**config.mk**
```make
export PLATFORM = sky130hd
export DESIGN_NAME = dds_lut_loader
export DESIGN_NICKNAME = d
export VERILOG_FILES = /design/src/rtl/dds_pkg.sv /design/src/rtl/dds_wavegen.sv /design/src/rtl/dds_lut_loader.sv
export SDC_FILE = /design/constraint.sdc
export NUM_CORES = 1
export LEC_CHECK = 0
export CORE_ASPECT_RATIO = 1.1
export CORE_UTILIZATION = 35
export CTS_BUF_LIST = sky130_fd_sc_hd__clkbuf_16
export CTS_CLUSTER_SIZE = 30
export DETAILED_ROUTE_END_ITERATION = 8
export PLACE_DENSITY = 0.63
export SYNTH_ARGS = -nofsm -noshare
export SYNTH_HDL_FRONTEND = slang
export SYNTH_HIERARCHICAL = 1
export SYNTH_SLANG_ARGS = --single-unit
```
**constraint.sdc**
```tcl
create_clock -name clk -period 3.77 [get_ports clk]
set_clock_uncertainty 0.05 [all_clocks]
set_input_delay 0.754 -clock clk [delete_from_list [all_inputs] [get_ports clk]]
set_output_delay 0.754 -clock clk [all_outputs]
set_load 0.02 [all_outputs]
```
**src/rtl/dds_pkg.sv**
```systemverilog
// dds_pkg: shared types and constants for the DDS LUT loader slice.
//   DDS_ADDR_W / DDS_DATA_W : default LUT address and sample widths
//   mode_t                  : load source (host stream or built-in generator)
//   state_t                 : loader FSM states
//   SYNC_STEP               : step value that realigns the DDS write address
package dds_pkg;

    localparam int          DDS_ADDR_W = 12;
    localparam int          DDS_DATA_W = 8;
    localparam logic [31:0] SYNC_STEP  = 32'h1;

    typedef enum logic [1:0] {
        MODE_HOST = 2'd0,
        MODE_SAW  = 2'd1,
        MODE_TRI  = 2'd2,
        MODE_SQR  = 2'd3
    } mode_t;

    typedef enum logic [1:0] {
        IDLE = 2'd0,
        SYNC = 2'd1,
        LOAD = 2'd2,
        DONE = 2'd3
    } state_t;

endpackage

```
**src/rtl/dds_wavegen.sv**
```systemverilog
// dds_wavegen: combinational waveform byte for the built-in generator modes.
//   mode   in  mode_t   selected generator (MODE_HOST yields 0, unused by the loader)
//   index  in  ADDR_W   LUT address being written
//   sample out DATA_W   signed two's-complement sample for that address
// Saw and triangle span the full code range; square sits at +/- full scale
// (symmetric, so 0x80 is never produced).
module dds_wavegen
    import dds_pkg::*;
#(
    parameter int ADDR_W = DDS_ADDR_W,
    parameter int DATA_W = DDS_DATA_W
) (
    input  mode_t             mode,
    input  logic [ADDR_W-1:0] index,
    output logic [DATA_W-1:0] sample
);

    localparam logic [DATA_W-1:0] SIGN_BIT = {1'b1, {(DATA_W-1){1'b0}}};
    localparam logic [DATA_W-1:0] POS_FS   = {1'b0, {(DATA_W-1){1'b1}}};
    localparam logic [DATA_W-1:0] NEG_FS   = {1'b1, {(DATA_W-2){1'b0}}, 1'b1};

    logic              upper_half;
    logic [DATA_W-2:0] saw_low;
    logic [DATA_W-1:0] tri_ramp;
    logic              unused_lsbs;

    assign upper_half  = index[ADDR_W-1];
    assign saw_low     = index[ADDR_W-2 -: DATA_W-1];
    assign tri_ramp    = index[ADDR_W-2 -: DATA_W];
    // Triangle slope uses address bits down to ADDR_W-DATA_W-1; the rest are don't-care.
    assign unused_lsbs = ^index[ADDR_W-DATA_W-2:0];

    always_comb begin
        // NOTE: every signal written in always_comb gets a default first so no latch is inferred.
        sample = '0;
        case (mode)
            MODE_SAW:  sample = {~upper_half, saw_low};
            // Offset-binary ramp flipped into two's complement by toggling the sign bit.
            MODE_TRI:  sample = (upper_half ? ~tri_ramp : tri_ramp) ^ SIGN_BIT;
            MODE_SQR:  sample = upper_half ? NEG_FS : POS_FS;
            MODE_HOST: sample = '0;
        endcase
    end

endmodule

```
**src/rtl/dds_lut_loader.sv**
```systemverilog
// dds_lut_loader: streams a full LUT image into the DDS config port.
//   clk, reset         system clock; asynchronous active-high reset
//   start, abort       one-cycle pulses: begin / cancel a load
//   mode               load source, sampled on start (see mode_t)
//   s_data/s_valid/s_ready  host byte stream (valid/ready)
//   step_in/step_out   user phase step in; step driven to the DDS
//   cfg/cfg_ce         LUT byte and write strobe to the DDS
//   busy, done         load in progress; one-cycle pulse with the last byte
//   lut_valid          a complete image has been written since reset/abort
// The DDS clears its write address whenever it sees a nonzero step with no
// write, so the one-cycle SYNC step aligns it to address 0 before LOAD,
// where step is held at 0 so the address only moves on cfg_ce.
module dds_lut_loader
    import dds_pkg::*;
#(
    parameter int ADDR_W = DDS_ADDR_W,
    parameter int DATA_W = DDS_DATA_W
) (
    input  logic              clk,
    input  logic              reset,
    input  logic              start,
    input  logic              abort,
    input  logic [1:0]        mode,
    input  logic [DATA_W-1:0] s_data,
    input  logic              s_valid,
    output logic              s_ready,
    input  logic [31:0]       step_in,
    output logic [31:0]       step_out,
    output logic [DATA_W-1:0] cfg,
    output logic              cfg_ce,
    output logic              busy,
    output logic              done,
    output logic              lut_valid
);

    localparam logic [ADDR_W-1:0] LAST_INDEX = '1;

    state_t            state, next_state;
    mode_t             mode_q;
    logic [ADDR_W-1:0] index;
    logic [DATA_W-1:0] gen_sample;
    logic [DATA_W-1:0] wr_data;
    logic              wr_en;
    logic              lut_valid_next;
    logic [31:0]       step_next;

    dds_wavegen #(
        .ADDR_W (ADDR_W),
        .DATA_W (DATA_W)
    ) u_wavegen (
        .mode   (mode_q),
        .index  (index),
        .sample (gen_sample)
    );

    assign wr_data = (mode_q == MODE_HOST) ? s_data : gen_sample;

    always_ff @(posedge clk or posedge reset) begin
        if (reset) begin
            // NOTE: sequential state uses non-blocking assignments so every flop samples pre-edge values.
            state <= IDLE;
        end else begin
            state <= next_state;
        end
    end

    always_comb begin
        next_state     = state;
        wr_en          = 1'b0;
        lut_valid_next = lut_valid;
        step_next      = '0;

        case (state)
            IDLE: begin
                // start outranks a same-cycle abort; abort means nothing here.
                if (start) begin
                    next_state     = SYNC;
                    lut_valid_next = 1'b0;
                end
            end
            SYNC: next_state = abort ? IDLE : LOAD;
            LOAD: begin
                if (abort) begin
                    next_state = IDLE;
                end else begin
                    // s_ready is registered, so it is the accept decision for this cycle.
                    wr_en = (mode_q == MODE_HOST) ? (s_valid && s_ready) : 1'b1;
                    if (wr_en && (index == LAST_INDEX)) begin
                        next_state     = DONE;
                        lut_valid_next = 1'b1;
                    end
                end
            end
            DONE:    next_state = IDLE;
            default: next_state = IDLE;
        endcase

        // Outputs are registered from the next state so they line up with it.
        case (next_state)
            SYNC:    step_next = SYNC_STEP;
            LOAD:    step_next = '0;
            default: step_next = lut_valid_next ? step_in : '0;
        endcase
    end

    always_ff @(posedge clk or posedge reset) begin
        if (reset) begin
            mode_q    <= MODE_HOST;
            index     <= '0;
            cfg       <= '0;
            cfg_ce    <= 1'b0;
            s_ready   <= 1'b0;
            busy      <= 1'b0;
            done      <= 1'b0;
            lut_valid <= 1'b0;
            step_out  <= '0;
        end else begin
            if (state == IDLE && start) begin
                mode_q <= mode_t'(mode);
                index  <= '0;
            end else if (wr_en) begin
                index <= index + ADDR_W'(1);
            end

            cfg_ce <= wr_en;
            if (wr_en) begin
                cfg <= wr_data;
            end

            // Drops on the edge that accepts the final byte, so exactly 2**ADDR_W beats are taken.
            s_ready   <= (next_state == LOAD) && (mode_q == MODE_HOST);
            busy      <= (next_state == SYNC) || (next_state == LOAD);
            done      <= (next_state == DONE);
            lut_valid <= lut_valid_next;
            step_out  <= step_next;
        end
    end

endmodule
```
-- Yosys cells after proc, flatten, opt, wreduce, memory -nomap -nowiden
Index checks and enable logic that the tools add are counted.
- input port bits: 47
- memories: 0
- bits in latches: 0
- bits in read-only memories: 0
- logic and storage cells: 52
- output and inout port bits: 45
- bits in registers: 61
- RAM bits: 0
- divide/modulo/power cells: 0
- shift operators: 0
- magnitude comparators: 0
- multiply operators: 0
- muxes and demuxes: 20
- reductions and logical operators: 8
- equality and inequality tests: 10
- add/subtract/negate cells: 1
- bitwise logic cells: 3
- operator list (operator ; number):
    32-bit case mux with 2 select lines ; 1
    32-bit 2-to-1 mux ; 1
    12-bit 2-to-1 mux ; 2
    8-bit 2-to-1 mux ; 3
    8-bit case mux with 3 select lines ; 1
    12-bit by 1-bit adder with 12-bit output (second input constant) ; 1
    12-bit == test (second input constant) ; 1
    2-bit == test (second input constant) ; 6
    2-bit 2-to-1 mux ; 4
    8-bit inverter ; 1
    2-bit case mux with 4 select lines ; 1
    2-bit by 1-bit == test with 1-bit output (second input constant) ; 3
    1-bit 2-to-1 mux ; 6
    1-bit logical AND ; 4
    2-bit zero test ; 2
    1-bit inverter ; 2
    1-bit case mux with 2 select lines ; 1
    2-bit nonzero test ; 1
    1-bit logical OR ; 1

-- Depth between registers and ports, before layout
- word-level depth: 8
- gate-level depth with buffers: 10
- gate-level depth less buffers: 7

-- Hierarchy
Netlist, hierarchy kept.
- modules (own cells, without submodules) (module ; area each (um^2) ; instances ; cells an instance ; sequential area each (um^2)):
    dds_lut_loader ; 2598.7 ; 1 ; 206 ; 1526.5
    dds_wavegen ; 256.5 ; 1 ; 38 ; 0.0

-- Least setup slack after synthesis
No wires, ideal clock.
- path type: input to register
- from: input port abort
- to: register step_out[10]
- arrival time: 3.152 ns
- cell stages on the path: 10
- buffers on the path: 3
- path slack: 0.423 ns
- setup time: 0.145 ns
- required time: 3.575 ns
- cells stage by stage: or3b_1 > buf_2 > or3b_1 > buf_2 > or2_2 > o21a_1 > ha_1 > inv_1 > clkbuf_1 > nor3b_2
- longest elaborated chain between the ends: 4
- elaborated cells on any way between the ends: 9
- those cells by class: eq/ne: 2; mux: 7
- RTL lines (what ; RTL line ; source):
    start, declared ; dds_lut_loader.sv:22 ; input logic abort,
    2-bit 2-to-1 mux, or another cell as far along ; dds_lut_loader.sv:83 ; if (abort) begin
    2-bit case mux with 4 select lines / 1-bit case mux with 2 select lines (equally long branches) ; dds_lut_loader.sv:73 ; case (state)
    2-bit == test, or another cell as far along ; dds_lut_loader.sv:99 ; case (next_state)
    32-bit case mux with 2 select lines * ; dds_lut_loader.sv:99 ;
    named net step_next[10] ; dds_lut_loader.sv:45 ; logic [31:0] step_next;
    end signal, assigned ; dds_lut_loader.sv:135 ; step_out <= step_next;
    end, declared ; dds_lut_loader.sv:28 ; output logic [31:0] step_out,
The timed path passes the listed nets; every way through them passes the cells marked *.
A chain may end at the register's enable or synchronous reset.

-- Final worst setup path
- from: input port abort
- to: register step_out[24]
Same word-level chain as after synthesis.

==> impl_metrics.env <==
export IMPL_status="complete, no violations"
export IMPL_detail_route_antenna_nets=0
export IMPL_buffer_ports_inserted=91
export IMPL_post_cts_buffers=0
export IMPL_tightestPinTransition_ps=1010
export IMPL_die_x_um=88.1
export IMPL_area_delta_synth_final_pct=46.7
export IMPL_root_buffer="sky130_fd_sc_hd__clkbuf_16"
export IMPL_finalHoldViolCount=0
export IMPL_drt_first_iter_violations=38
export IMPL_fin_hold_ws_ps=469
export IMPL_cts_reportedPaths_clkPinSlew_ps=50
export IMPL_seq_area_frac_synth_pct=53.5
export IMPL_initial_core_utilization_pct=36.1
export IMPL_syn_area_per_cell_um2=11.7
export IMPL_worst_setup_path_start_kind="input pin"
export IMPL_first_pass_detailed_route_iteration_total=4
export IMPL_postCtsHoldBufs=0
export IMPL_fillerInstances=744
export IMPL_critical_path_cell_chain="clkdlybuf4s50_1, or3b_1, or3b_1, or2_2, o21a_1, ha_1, inv_1, buf_12, nor3b_2"
export IMPL_clkLatencyLatePin_ps=320
export IMPL_final_common_cell="sky130_fd_sc_hd__clkdlybuf4s50_1"
export IMPL_worst_hold_path_class="register to register"
export IMPL_grt_pass1_vias=2268
export IMPL_cellPowerDensity_nw_per_um2=519
export IMPL_routabilityCongestion=0.736
export IMPL_hpwlAfterDp_um=4350
export IMPL_maxCapViolations=0
export IMPL_grt_remaining_overflow=0
export IMPL_synth_top_cell_area_share_pct=53.5
export IMPL_slowest_delay_ps=420
export IMPL_drc_errors=0
export IMPL_final_min_clock_period_ps=3000
export IMPL_top_library_cells_by_usage_in_the_layout_fill_and_taps_aside="sky130_fd_sc_hd__clkdlybuf4s50_1 (91), sky130_fd_sc_hd__dfrtp_1 (61), sky130_fd_sc_hd__nor3b_2 (28)"
export IMPL_cts_tree="yes"
export IMPL_crit_type="input pin to register"
export IMPL_synth_top_cells_by_area="sky130_fd_sc_hd__dfrtp_1 (53%), sky130_fd_sc_hd__nor3b_2 (12%), sky130_fd_sc_hd__mux2i_1 (4.9%)"
export IMPL_setup_total_negative_slack_ps=0
export IMPL_design_power_total_uw=2170
export IMPL_timing_max_transition_violations_final=0
export IMPL_floorplan_die_height_um=96.7
export IMPL_ctsResizeCount=0
export IMPL_worstPathMaxFanout=33
export IMPL_final_core_util_pct=52.9
export IMPL_core_area_um2=7910
export IMPL_grt_setup_unrepaired="false"
export IMPL_leakage_uw=0.00180
export IMPL_synthCells=244
export IMPL_timing_critical_path_arrival_ps=3130
export IMPL_rows=34
export IMPL_postSynth_asyncResetShare_pct=100
export IMPL_tritoncts_num_buffers=9
export IMPL_grt_use_total_pct=16.3
export IMPL_boundaryPins=92
export IMPL_cts_htree_levels=3
export IMPL_post_synth_num_cell_types=41
export IMPL_antenna_found_initial=0
export IMPL_synth_flop_cell="sky130_fd_sc_hd__dfrtp_1"
export IMPL_antennaDiodeCount=0
export IMPL_worst_setup_path_end_kind="register"
export IMPL_num_vias=2152
export IMPL_timing_critical_path_buf_inv=3
export IMPL_number_of_synthesized_flops_with_an_enable_pin=0
export IMPL_final_cells=452
export IMPL_share_of_the_clock_period_used_by_the_worst_path_pct=79.5
export IMPL_post_synth_net_total=295
export IMPL_syn_area_um2=2860
export IMPL_nNetsFinal=390
export IMPL_grt_first_pass_wirelength_um=10500
export IMPL_kind_of_cell_adding_the_most_delay_to_the_critical_path="simple AND/OR/NAND/NOR gates"
export IMPL_cts_num_sinks=61
export IMPL_drive_gt1_share_pct=16.9
export IMPL_synth_warning_count=6
export IMPL_routed_wl_um=6370
export IMPL_achievable_frequency_mhz=334
export IMPL_ctsLongestPathBuffers=2
export IMPL_timing_critical_path_mode_cell="sky130_fd_sc_hd__or3b_1"
export IMPL_drt_wirelength_per_cell_um=14.1
export IMPL_peakVddDrop_mv=0.272
export IMPL_die_area_um2=8520
export IMPL_post_drt_via_cell_ratio=4.76
export IMPL_timing_final_setup_violations=0
export IMPL_grt_max_degree=47
export IMPL_max_slew_margin_rel_pct=32.5
export IMPL_postSynthRegisterBits=61
export IMPL_post_synth_top_area_cell="sky130_fd_sc_hd__dfrtp_1"
export IMPL_critPathRequiredTime_ps=3900
export IMPL_numPlacedInstances=436
export IMPL_critical_path_slowest_cell="sky130_fd_sc_hd__clkdlybuf4s50_1"
## layout make-up
type                    instances  area [µm²]  area share (%)
flip-flops and latches         61        1530            36.5
well taps                     108         135            3.23
repair buffers                 98         976            23.3
clock buffers                   9         225            5.38
multi-input cells             158        1200            28.7
clock inverters                 7        82.6            1.97
inverters                      11        41.3           0.986
## worst min-delay path: stages, from the launching register on
cell	delay [ps]
sky130_fd_sc_hd__dfrtp_1	330
sky130_fd_sc_hd__nor2_1	50
sky130_fd_sc_hd__a21oi_1	100
## path summary, 6_finish.rpt
| check | start | end | slack (ps) | cells past startpoint |
|---|---|---|---|---|
| max in group asynchronous | reset | index[6] | 1960 | 3 |
| hold reg to reg | cfg[1] | cfg[1] | 470 | 2 |
| min in group asynchronous | reset | step_out[10] | 920 | 2 |
| setup / recovery | abort | step_out[24] | 770 | 9 |
| hold / removal | cfg[1] | cfg[1] | 470 | 2 |
| setup reg to reg | mode_q[1] | step_out[24] | 1120 | 8 |
## state kept, by name (all words and copies together) (netlist names)
signal / flops
busy: 1
cfg: 8
cfg_ce: 1
done: 1
index: 12
lut_valid: 1
mode_q: 2
s_ready: 1
state: 2
step_out: 32
## cells in the mapped netlist (2+ instances only)
cell type / n
sky130_fd_sc_hd__mux2i_1: 14
sky130_fd_sc_hd__or2_2: 2
sky130_fd_sc_hd__nor3b_1: 4
sky130_fd_sc_hd__nor2_1: 19
sky130_fd_sc_hd__buf_6: 3
sky130_fd_sc_hd__a31o_2: 2
sky130_fd_sc_hd__xor2_1: 2
sky130_fd_sc_hd__nor3_1: 3
sky130_fd_sc_hd__o21ai_0: 7
sky130_fd_sc_hd__or3b_1: 2
sky130_fd_sc_hd__clkbuf_1: 5
sky130_fd_sc_hd__inv_1: 11
sky130_fd_sc_hd__nand2_1: 15
sky130_fd_sc_hd__nand3_1: 4
sky130_fd_sc_hd__a22o_1: 6
sky130_fd_sc_hd__nor3b_2: 28
sky130_fd_sc_hd__dfrtp_1: 61
sky130_fd_sc_hd__nand4_1: 2
sky130_fd_sc_hd__o21ai_1: 5
sky130_fd_sc_hd__buf_4: 2
sky130_fd_sc_hd__a21oi_1: 14
sky130_fd_sc_hd__xnor2_1: 7
sky130_fd_sc_hd__nor4_1: 3
sky130_fd_sc_hd__buf_2: 3
sky130_fd_sc_hd__ha_1: 4
## power by group
| group | switching (µW) | total (µW) | internal (µW) |
|---|---|---|---|
| Sequential | 61.9 | 784 | 722 |
| Combinational | 285 | 545 | 260 |
| Clock | 273 | 842 | 569 |
## cells by family (layout without fill, tap and decap cells)
kind of cell / after synthesis / in the layout / synth area share [%]
simple gates: 92 / 92 / 23.9
flops: 61 / 61 / 53.5
compound gates: 39 / 39 / 8.72
buf+inv: 25 / 125 / 4.47
mux: 14 / 14 / 4.91
xor+xnor: 9 / 9 / 2.76
fa+ha+maj: 4 / 4 / 1.75
## through the flow
| stage | cell area, µm² | setup WS, ps |
|---|---|---|
| global route | 4190 | 626 |
| global placement | 3880 | 445 |
| floorplan | 2860 | 423 |
| detailed placement | 3880 | 416 |
| finish | 4190 | 773 |
| CTS | 4190 | 761 |
## per-layer routing
metal	vias up	track usage, %	routed length (µm)
li1	1036	-	-
met1	1035	19.1	2620
met2	71	25.9	3070
met3	10	7.00	586
met4	0	7.07	102
met5	-	0	0
No activity file was read; power rests on OpenSTA's default activity.
